File: src/rtl/fetch_unit.sv
// fetch_unit -- instruction-fetch initiator.
//
// Drives the instruction memory read port with the current PC each cycle and
// delivers an in-order stream of {inst, inst_pc} to decode. imem has a fixed
// 1-cycle read latency and no stall input. A request is only issued when the
// buffer is guaranteed to have room for its response. So a returning word
// always has a slot, and no response is ever dropped.
//
// Optional feature: define FETCH_MISALIGN_EN to add the inst_fault port and
// the misaligned-redirect fault path. Without it, the low two bits of
// redirect_pc are cleared when the new PC is loaded.
//
// Ports:
//   clk            clock, all state updates on the rising edge
//   rst_n          synchronous active-low reset
//   imem_addr      byte address to imem (always equals pc_q)
//   imem_rdata     imem word for the address presented in the previous cycle
//   redirect_valid load redirect_pc and flush all buffered/in-flight words
//   redirect_pc    redirect target
//   inst_valid     buffer head holds a valid instruction
//   inst           instruction word at the buffer head
//   inst_pc        PC of inst
//   inst_ready     decode accepts the head (transfer = inst_valid & inst_ready)
//   inst_fault     head entry is a misaligned-fetch fault (FETCH_MISALIGN_EN)
module fetch_unit #(
  parameter int              XLEN     = 32,
  parameter logic [XLEN-1:0] RESET_PC = '0,
  parameter int              DEPTH    = 2
) (
  input  logic            clk,
  input  logic            rst_n,
  output logic [XLEN-1:0] imem_addr,
  input  logic [XLEN-1:0] imem_rdata,
  input  logic            redirect_valid,
  input  logic [XLEN-1:0] redirect_pc,
  output logic            inst_valid,
  output logic [XLEN-1:0] inst,
  output logic [XLEN-1:0] inst_pc,
`ifdef FETCH_MISALIGN_EN
  output logic            inst_fault,
`endif
  input  logic            inst_ready
);

  localparam int PW = $clog2(DEPTH);
  localparam int CW = PW + 1;   // count spans 0..DEPTH
  localparam int OW = CW + 1;   // count + in-flight headroom

  logic [XLEN-1:0] pc_q;
  logic [XLEN-1:0] req_pc_q;
  logic            inflight_q;

  logic [XLEN-1:0] buf_inst [DEPTH];
  logic [XLEN-1:0] buf_pc   [DEPTH];
  logic [PW-1:0]   rd_ptr_q;
  logic [PW-1:0]   wr_ptr_q;
  logic [CW-1:0]   count_q;

  logic            pop;
  logic            push;
  logic            issue;
  logic [OW-1:0]   occupancy;
  logic [XLEN-1:0] redirect_target;
  logic [XLEN-1:0] push_inst;

`ifdef FETCH_MISALIGN_EN
  logic buf_fault [DEPTH];
  logic fault_pend_q;   // next issued request is the misaligned fault request
  logic req_fault_q;    // the in-flight request is the fault request
  logic halt_q;         // fault request issued; stop until redirect/reset
  logic misaligned;

  assign misaligned      = |redirect_pc[1:0];
  assign redirect_target = redirect_pc;
  // The fault entry carries no memory data.
  assign push_inst       = req_fault_q ? '0 : imem_rdata;
  assign inst_fault      = buf_fault[rd_ptr_q];
`else
  logic [1:0] unused_redirect_lo;

  assign unused_redirect_lo = redirect_pc[1:0];
  assign redirect_target    = {redirect_pc[XLEN-1:2], 2'b00};
  assign push_inst          = imem_rdata;
`endif

  assign imem_addr = pc_q;

  // Redirect masks the head so that no stale word can be consumed in the
  // cycle the flush is taking effect.
  assign inst_valid = (count_q != '0) && !redirect_valid;
  assign inst       = buf_inst[rd_ptr_q];
  assign inst_pc    = buf_pc[rd_ptr_q];

  assign pop  = inst_valid && inst_ready;
  // A response whose request was outstanding at a redirect is dropped.
  // inflight_q is cleared at that edge, so the next cycle ignores it too.
  assign push = inflight_q && !redirect_valid;

  // Credit check: every slot that will be occupied once the in-flight word
  // lands must fit, counting the slot freed by this cycle's pop.
  assign occupancy = OW'(count_q) + OW'(inflight_q) - OW'(pop);

  always_comb begin
    issue = !redirect_valid && (occupancy < OW'(DEPTH));
`ifdef FETCH_MISALIGN_EN
    if (halt_q) issue = 1'b0;
`endif
  end

  always_ff @(posedge clk) begin
    if (!rst_n) begin
      pc_q       <= RESET_PC;
      req_pc_q   <= '0;
      inflight_q <= 1'b0;
      rd_ptr_q   <= '0;
      wr_ptr_q   <= '0;
      count_q    <= '0;
      for (int i = 0; i < DEPTH; i++) begin
        buf_inst[i] <= '0;
        buf_pc[i]   <= '0;
`ifdef FETCH_MISALIGN_EN
        buf_fault[i] <= 1'b0;
`endif
      end
`ifdef FETCH_MISALIGN_EN
      fault_pend_q <= 1'b0;
      req_fault_q  <= 1'b0;
      halt_q       <= 1'b0;
`endif
    end else if (redirect_valid) begin
      pc_q       <= redirect_target;
      inflight_q <= 1'b0;
      rd_ptr_q   <= '0;
      wr_ptr_q   <= '0;
      count_q    <= '0;
`ifdef FETCH_MISALIGN_EN
      fault_pend_q <= misaligned;
      req_fault_q  <= 1'b0;
      halt_q       <= 1'b0;
`endif
    end else begin
      // Stage p0: issue the address of pc_q
      if (issue) begin
        inflight_q <= 1'b1;
        req_pc_q   <= pc_q;
        pc_q       <= pc_q + XLEN'(4);
`ifdef FETCH_MISALIGN_EN
        req_fault_q <= fault_pend_q;
        if (fault_pend_q) begin
          fault_pend_q <= 1'b0;
          halt_q       <= 1'b1;
        end
`endif
      end else begin
        inflight_q <= 1'b0;
      end

      // Stage p1: capture the returning word into the buffer tail
      if (push) begin
        buf_inst[wr_ptr_q] <= push_inst;
        buf_pc[wr_ptr_q]   <= req_pc_q;
`ifdef FETCH_MISALIGN_EN
        buf_fault[wr_ptr_q] <= req_fault_q;
`endif
        wr_ptr_q <= wr_ptr_q + PW'(1);
      end

      // Stage p2: head consumed by decode
      if (pop) rd_ptr_q <= rd_ptr_q + PW'(1);

      count_q <= count_q + CW'(push) - CW'(pop);
    end
  end

endmodule

File: config.mk
export PLATFORM = sky130hd
export DESIGN_NAME = fetch_unit
export DESIGN_NICKNAME = d
export VERILOG_FILES = /design/src/rtl/fetch_unit.sv
export SDC_FILE = /design/constraint.sdc
export NUM_CORES = 1
export LEC_CHECK = 0
export ABC_AREA = 1
export CORE_MARGIN = 8
export CORE_UTILIZATION = 54
export CTS_BUF_LIST = sky130_fd_sc_hd__clkbuf_4 sky130_fd_sc_hd__clkbuf_8
export DETAILED_ROUTE_END_ITERATION = 12
export PLACE_DENSITY = 0.81
export SYNTH_ARGS = -nofsm -noshare
export SYNTH_HDL_FRONTEND = slang
export SYNTH_SLANG_ARGS = --single-unit
File: constraint.sdc
create_clock -name clk -period 4.8 [get_ports clk]
set_input_delay 1.2 -clock clk [delete_from_list [all_inputs] [get_ports clk]]
set_output_delay 1.2 -clock clk [all_outputs]
set_load 0.02 [all_outputs]
==> results by group, run 1 <==
CTS
  • CTS resizes: 0
  • CTS root buf: clkbuf_8
  • # hold bufs at CTS: 0
  • Num CTS Buffers: 17
  • CTS Sinks: 190
  • Htree depth: 4
  • Clk_lat worst skew: 450 ps
  • Postcts setup bufs: 0
  • TritonCTS clock tree: done
  • Clock-pin slew on the worst setup and hold paths: 100 ps
  • Clock tree buffer depth: 2

Status
  • Status: completed

Synth
  • Asr flop ratio synth: 0%
  • Top FF cell, synth: edfxtp_1
  • Post-synthesis cell type count: 37
  • Cell Area, Synth: 8890 sq um
  • Sequential-to-total area share from yosys stat: 56.8%
  • Syn_area_per_cell: 9.37 sq um
  • EDFF count, synth: 124
  • Yosys reg bits: 190
  • Synth Instances: 948
  • Yosys warning count: 0

Hold path
  • Hold Crit Class: flip-flop to flip-flop
  • Hold depth: 2

Global routing
  • First-pass GRT wire length: 31.6 mm
  • GRT overflow: 0
  • Initial antenna violation count: 0
  • Vias in the first global route: 6,459
  • Maximum number of pins on one net before global-route repair: 63
  • Gr usage total: 19.5%

Critical path
  • CP arrival: 4320 ps
  • Cells along the critical path: clkdlybuf4s50_1, a21oi_1, nand2_1, inv_1, ha_1, inv_1, nand2_1, fa_1, a21boi_4, nand3_4, inv_2, nand2_1, a31oi_1
  • CP endpoint kind: flip-flop
  • Largest fanout on the critical path: 35
  • Slowest cell on the critical path: inv_2
  • WP data required: 5190 ps
  • Most frequent CP cell: nand2_1
  • Critical path launch point type: input port
  • CP Class: input port to flip-flop
  • Slowest stage delay, CP: 530 ps
  • Register-to-Register Path Depth: 13

Die
  • Starting Density: 54.4%
  • Die area: 20,800 sq um
  • IO Count: 165
  • Core area: 16,300 sq um
  • Die outline height: 144 um
  • Number of core rows: 47
  • Die X: 144 um

Power
  • P_sw: 0.842 mW
  • Clock group share of total power: 32.3%
  • PwrDens: 309 nW/um^2
  • Peak VDD IR: 0.000169 V
  • Combinational share of power: 13.0%
  • Power Total: 3.42 mW
  • Cell internal pwr: 2.58 mW
  • Net Sw Frac: 24.6%
  • Static leakage: 4.63 nW
  • Sequential fraction of design power: 54.7%

Final layout
  • Filler-free cell count of the finished design: 1,327
  • Layout cells sized above 1: 12.6%
  • Layout area overhead: 24.5%
  • Nets: 1,167
  • Fillers: 1,272
  • Core Util, Final: 67.7%
  • N_diodes: 0
  • FF/Latch Area: 5050 sq um
  • Multi-input gate area: 3010 sq um

Route
  • Antenna-violating nets left: 0
  • Number of iterations in the first detailed-routing pass: 5
  • Via density: 5.01
  • DRT Wirelength: 20.0 mm
  • DR WL/cell: 15.1 um
  • Vias: 6,646
  • Initial DRC count: 403
  • DRC: 0

STA
  • Clock skew: 12.6 ps
  • Rel. slew slack: 51.4%
  • Final Hold Violating Endpoints: 0
  • Final Slew Violations: 0
  • Hold WS: 485 ps
  • Slew @ Worst Pin: 728 ps
  • Final min period: 3930 ps
  • Setup TNS: 0 ps
  • RSZ-0062 raised after global routing: no
  • Crit share post-route: 81.9%
  • Setup Viol. Count Final: 0
  • Max frequency: 0.254 GHz

Placement
  • I/O Buffers: 158
  • DP HPWL: 14.0 mm
  • Dpl cells: 1,295
  • RD Place Congestion: 0.923

Flow run
  • Max Cap Viol: 0
==> final cells by class <==
| type | instances | area share [%] |
|---|---|---|
| inverter | 161 | 5.46 |
| sequential | 190 | 45.6 |
| clock inverter | 12 | 1.43 |
| tap | 220 | 2.49 |
| multi-input combinational | 556 | 27.3 |
| timing repair buffer | 168 | 15.3 |
| clock buffer | 20 | 2.43 |
==> critical path: cells and delay by family <==
family | cells | cell delay, ps
buffers and inverters | 4 | 1110
and+or+nand+nor | 4 | 680
AOI/OAI and AO/OA | 3 | 590
adders and majority gates | 2 | 720
==> final timing paths <==
kind                               endpoint                 startpoint  slack (ps)
setup reg to reg  imem_addr[6]$_SDFFE_PN0P_      count_q[1]$_SDFF_PP0_        1500
hold / removal    req_pc_q[18]$_SDFFE_PN0P_  req_pc_q[18]$_SDFFE_PN0P_         480
setup / recovery  imem_addr[6]$_SDFFE_PN0P_             redirect_valid         870
hold reg to reg   req_pc_q[18]$_SDFFE_PN0P_  req_pc_q[18]$_SDFFE_PN0P_         480
==> cell usage in the layout (no fill, tap or decap), types with 6 or more instances in the layout <==
| cell | Yosys | routed |
|---|---|---|
| buf_4 | 5 | 7 |
| edfxtp_1 | 124 | 124 |
| a21oi_1 | 9 | 9 |
| a31oi_1 | 8 | 8 |
| xor2_1 | 6 | 6 |
| nand3b_1 | 9 | 9 |
| mux2_2 | 62 | 62 |
| dfxtp_1 | 66 | 65 |
| o21ai_0 | 58 | 58 |
| inv_2 | 7 | 7 |
| nand2_1 | 129 | 126 |
| nor2_1 | 189 | 189 |
| nand3_1 | 29 | 28 |
| nor2_2 | 7 | 7 |
| nand4_1 | 10 | 10 |
| clkbuf_8 | 0 | 19 |
| inv_1 | 153 | 153 |
| clkdlybuf4s50_1 | 0 | 158 |
==> registers in the layout (all words and copies together) (netlist names), named ones only <==
signal,cells
buf_pc,60
req_pc_q,30
rd_ptr_q,1
inflight_q,1
buf_inst,64
wr_ptr_q,1
imem_addr,30
count_q,2
==> power groups by stage <==
stage,combinational (mW),sequential (mW),clock (mW)
floorplan,0.233,1.91,0
global placement,0.436,1.90,0
detailed placement,0.444,1.91,0
CTS,0.448,1.87,1.13
global route,0.484,1.88,1.20
finish,0.444,1.87,1.10
==> synthesized netlist by cell type, types with 2 or more instances <==
cell | count | share of area, %
inv_2 | 7 | 0.30
o21ai_0 | 58 | 3.3
nand3b_1 | 9 | 0.76
mux2_2 | 62 | 7.9
buf_6 | 6 | 0.76
nand2_4 | 2 | 0.25
buf_4 | 5 | 0.42
nor2_4 | 5 | 0.63
ha_1 | 4 | 0.56
nor2_1 | 189 | 8.0
xor2_1 | 6 | 0.59
or2_2 | 2 | 0.14
nand4_1 | 10 | 0.70
a21oi_1 | 9 | 0.51
nor2_2 | 7 | 0.49
clkbuf_1 | 19 | 0.80
a31oi_1 | 8 | 0.56
buf_2 | 14 | 0.79
o21ai_1 | 5 | 0.28
nand3_2 | 2 | 0.23
dfxtp_1 | 66 | 15
nand2_2 | 2 | 0.14
inv_1 | 153 | 6.5
nand3_1 | 29 | 1.6
nand3_4 | 2 | 0.39
nor3_1 | 5 | 0.28
nand2_1 | 129 | 5.4
edfxtp_1 | 124 | 42
==> kinds of logic (layout without fill, tap and decap cells) <==
group / after synthesis / count (layout) / synth area share [%]
simple gates: 394 / 394 / 19.2
buf+inv: 205 / 361 / 9.57
flops: 190 / 190 / 56.8
compound gates: 84 / 84 / 5.08
mux: 62 / 62 / 7.86
xor+xnor: 7 / 7 / 0.690
fa+ha+maj: 5 / 5 / 0.789
other cells: 1 / 4 / 0.0422
==> metrics by stage <==
| step | setup WS [ps] | cell area [sq um] |
|---|---|---|
| detailed placement | 427 | 10600 |
| global route | 609 | 11100 |
| finish | 868 | 11100 |
| global placement | 489 | 10600 |
| floorplan | 1060 | 8900 |
| CTS | 908 | 11100 |
==> routing by layer <==
metal | global-route usage, % | wire [um] | vias to the layer above
met4 | 6.30 | 206 | 0
li1 | - | - | 3318
met1 | 24.5 | 8620 | 3085
met2 | 33.1 | 9790 | 226
met3 | 4.03 | 1370 | 17
met5 | 0 | 0 | -
(Power assumes the default switching activity.)
==> inputs of run 2 (changes only) <==
==> constraint.sdc (replaced) <==
create_clock -name clk -period 3.9 [get_ports clk]
set_input_delay 0.975 -clock clk [delete_from_list [all_inputs] [get_ports clk]]
set_output_delay 0.975 -clock clk [all_outputs]
set_load 0.02 [all_outputs]
==> run 2 against run 1 <==
Effect of this change: core utilization rose by 0.19 points; sequential cell count stayed put; die area stayed put; worst setup slack worse by 320 ps; worst hold slack got worse by 5.7 ps; sequential share of layout area decreased by 0.13 points; combinational power rose by 24%; first-iteration DRC count is 26% lower; wire length decreased by 2.4%.
==> results by group, run 2 (same netlist as run 1, synthesis figures left out) <==
Power
  • Combinational share of power: 13.4% (+0.4 points)
  • Net Sw Frac: 24.9% (+0.26 points)
  • PwrDens: 371 nW/um^2 (+20%)
  • Cell internal pwr: 3.09 mW (+20%)
  • Sequential fraction of design power: 55.9% (+1.2 points)
  • P_sw: 1.02 mW (+22%)
  • Peak VDD IR: 0.000214 V (+27%)
  • Clock group share of total power: 30.8% (-1.5 points)
  • Static leakage: 4.64 nW (+0.21%)

Flow run
  • Max Cap Viol: 0 (unchanged)

Final layout
  • Largest register by flop count: buf_inst
  • Fillers: 1,323 (+4.0%)
  • Most frequent cells in the layout: nor2_1, clkdlybuf4s50_1, inv_1
  • Layout cells sized above 1: 12.9% (+0.30 points)
  • N_diodes: 0 (unchanged)
  • Design area: 11,100 sq um (+0.28%)
  • Nets: 1,172 (+0.43%)
  • Layout area overhead: 24.8%
  • Max FFs per register: 64 (unchanged)
  • Core Util, Final: 67.8% (+0.19 points)
  • Registers with the most flip-flops: buf_inst x64, buf_pc x60
  • Most common cell after layout, fill and taps aside: nor2_1

Critical path
  • Cells along the critical path: clkdlybuf4s50_1, a21oi_1, nand2_1, inv_1, ha_1, inv_1, nand2_1, fa_1, a21boi_4, nand3_4, inv_2, buf_4, nor2_1, o21ai_0, inv_1
  • Slowest stage delay, CP: 490 ps (-40 ps)
  • CP arrival: 3700 ps (-620 ps)
  • RR Startpoint: count_q[1]$_SDFF_PP0_
  • Worst Path Buf+Inv: 6 (+2)
  • Critical path launch point type: input port
  • Most frequent CP cell: inv_1
  • Crit path max-delay family: buffers and inverters
  • WP data required: 4250 ps (-940 ps)
  • Worst reg2reg endpoint: req_pc_q[22]$_SDFFE_PN0P_
  • CP endpoint kind: flip-flop
  • Flop2flop setup slack: 980 ps (-520 ps)
  • Register-to-Register Path Depth: 15 (+2)
  • Largest fanout on the critical path: 16 (-54%)
  • Crit. path cell count: 15 (+2)
  • Slowest cell on the critical path: fa_1
  • CP Class: input port to flip-flop

Placement
  • RD Place Congestion: 0.895 (-3.0%)
  • Post-Place Cell Area: 10,700 sq um (+0.59%)
  • I/O Buffers: 158 (unchanged)
  • DP HPWL: 13.5 mm (-3.7%)

Hold path
  • Hold depth: 2 (unchanged)
  • Hold Path End: req_pc_q[18]$_SDFFE_PN0P_
  • Hold Crit Class: flip-flop to flip-flop
  • Min-delay src: req_pc_q[18]$_SDFFE_PN0P_

Die
  • Die area: 20,800 sq um (unchanged)
  • IO Count: 165 (unchanged)
  • Core area: 16,300 sq um (unchanged)
  • Number of core rows: 47 (unchanged)
  • Die outline height: 144 um (unchanged)
  • Starting Density: 54.4% (unchanged)
  • Die X: 144 um (unchanged)

Route
  • DRC: 0 (unchanged)
  • DRT Wirelength: 19.5 mm (-2.4%)
  • Vias: 6,607 (-0.59%)
  • Via density: 4.96 (-0.96%)
  • Antenna-violating nets left: 0 (unchanged)
  • Initial DRC count: 300 (-26%)
  • DR WL/cell: 14.6 um (-2.8%)
  • Number of iterations in the first detailed-routing pass: 4 (-1)

CTS
  • Clk_lat worst skew: 450 ps (about the same)
  • CTS Sinks: 190 (unchanged)
  • Num CTS Buffers: 17 (unchanged)
  • CTS root buf: clkbuf_8
  • # hold bufs at CTS: 0 (unchanged)
  • TritonCTS clock tree: done
  • Clock-pin slew on the worst setup and hold paths: 90 ps (about the same)
  • Clock tree buffer depth: 2 (unchanged)
  • Postcts setup bufs: 0 (unchanged)
  • Htree depth: 4 (unchanged)
  • CTS resizes: 0 (unchanged)

STA
  • Hold WS: 479 ps (-5.70 ps)
  • Final Hold Violating Endpoints: 0 (unchanged)
  • Clock skew: 9.61 ps (-2.95 ps)
  • Final min period: 3350 ps
  • RSZ-0062 raised after global routing: no
  • Setup Viol. Count Final: 0 (unchanged)
  • Setup TNS: 0 ps (unchanged)
  • Crit share post-route: 86.0%
  • Final Slew Violations: 0 (unchanged)
  • Max frequency: 0.298 GHz

Global routing
  • Vias in the first global route: 6,443 (-0.25%)
  • Gr usage total: 19.3% (-0.18 points)
  • Initial antenna violation count: 0 (unchanged)
  • First-pass GRT wire length: 31.5 mm (-0.48%)
  • Maximum number of pins on one net before global-route repair: 63 (unchanged)
  • GRT overflow: 0 (unchanged)

Status
  • Status: completed
==> run 2: cell types whose count changed in the layout (fill, tap and decap cells not counted) <==
cell,previous run,this run
inv_4,2,0
buf_4,7,10
clkbuf_8,19,17
clkinv_2,1,0
clkinvlp_4,2,3
bufinv_16,3,2
buf_12,3,5
clkbuf_4,1,3
clkinv_4,2,4
clkinv_1,1,2
==> run 2: cell type report <==
type                    instances  area [sq um]  share of cell area [%]
clock inverters                12           139                    1.25
inverters                     161           604                    5.45
flip-flops and latches        190          5050                    45.5
clock buffers                  20           256                    2.31
well taps                     220           275                    2.48
repair buffers                173          1760                    15.8
multi-input cells             556          3010                    27.2
==> run 2: worst max path at each step <==
stage	from	slack (ps)	to
CTS	redirect_valid	560	req_pc_q[22]$_SDFFE_PN0P_
global route	redirect_valid	340	req_pc_q[22]$_SDFFE_PN0P_
global placement	redirect_valid	110	req_pc_q[22]$_SDFFE_PN0P_
detailed placement	redirect_valid	90	req_pc_q[22]$_SDFFE_PN0P_
floorplan	redirect_valid	380	buf_inst[1][0]$_SDFFCE_PN0P_
finish	redirect_valid	550	req_pc_q[22]$_SDFFE_PN0P_
==> run 2: per-stage QoR <==
stage,setup WS (ps),power (mW),std cells
floorplan,384,2.64,951
global placement,108,2.88,1300
detailed placement,85.2,2.90,1300
finish,547,4.12,1332
CTS,562,4.17,1332
global route,336,4.29,1332
==> run 2: layer usage <==
| layer | up-vias | share of wire, % | GRT usage, % |
|---|---|---|---|
| li1 | 3325 | - | - |
| met1 | 3057 | 42 | 24.1 |
| met2 | 205 | 49 | 32.7 |
| met3 | 20 | 7.0 | 4.26 |
| met4 | 0 | 1.3 | 6.35 |
| met5 | - | 0 | 0 |
==> run 2: tightest hold or removal path: stages, from the launching register on <==
cell	delay, ps
dfxtp_1	350
o21ai_1	70
inv_1	40
==> run 2: power by group through the flow <==
stage / registers [mW] / clock network [mW] / logic (mW)
5_1_grt: 2.31 / 1.38 / 0.602
6_report: 2.30 / 1.27 / 0.550
3_5_place_dp: 2.35 / 0 / 0.552
3_3_place_gp: 2.34 / 0 / 0.544
4_1_cts: 2.30 / 1.31 / 0.556
2_1_floorplan: 2.36 / 0 / 0.287
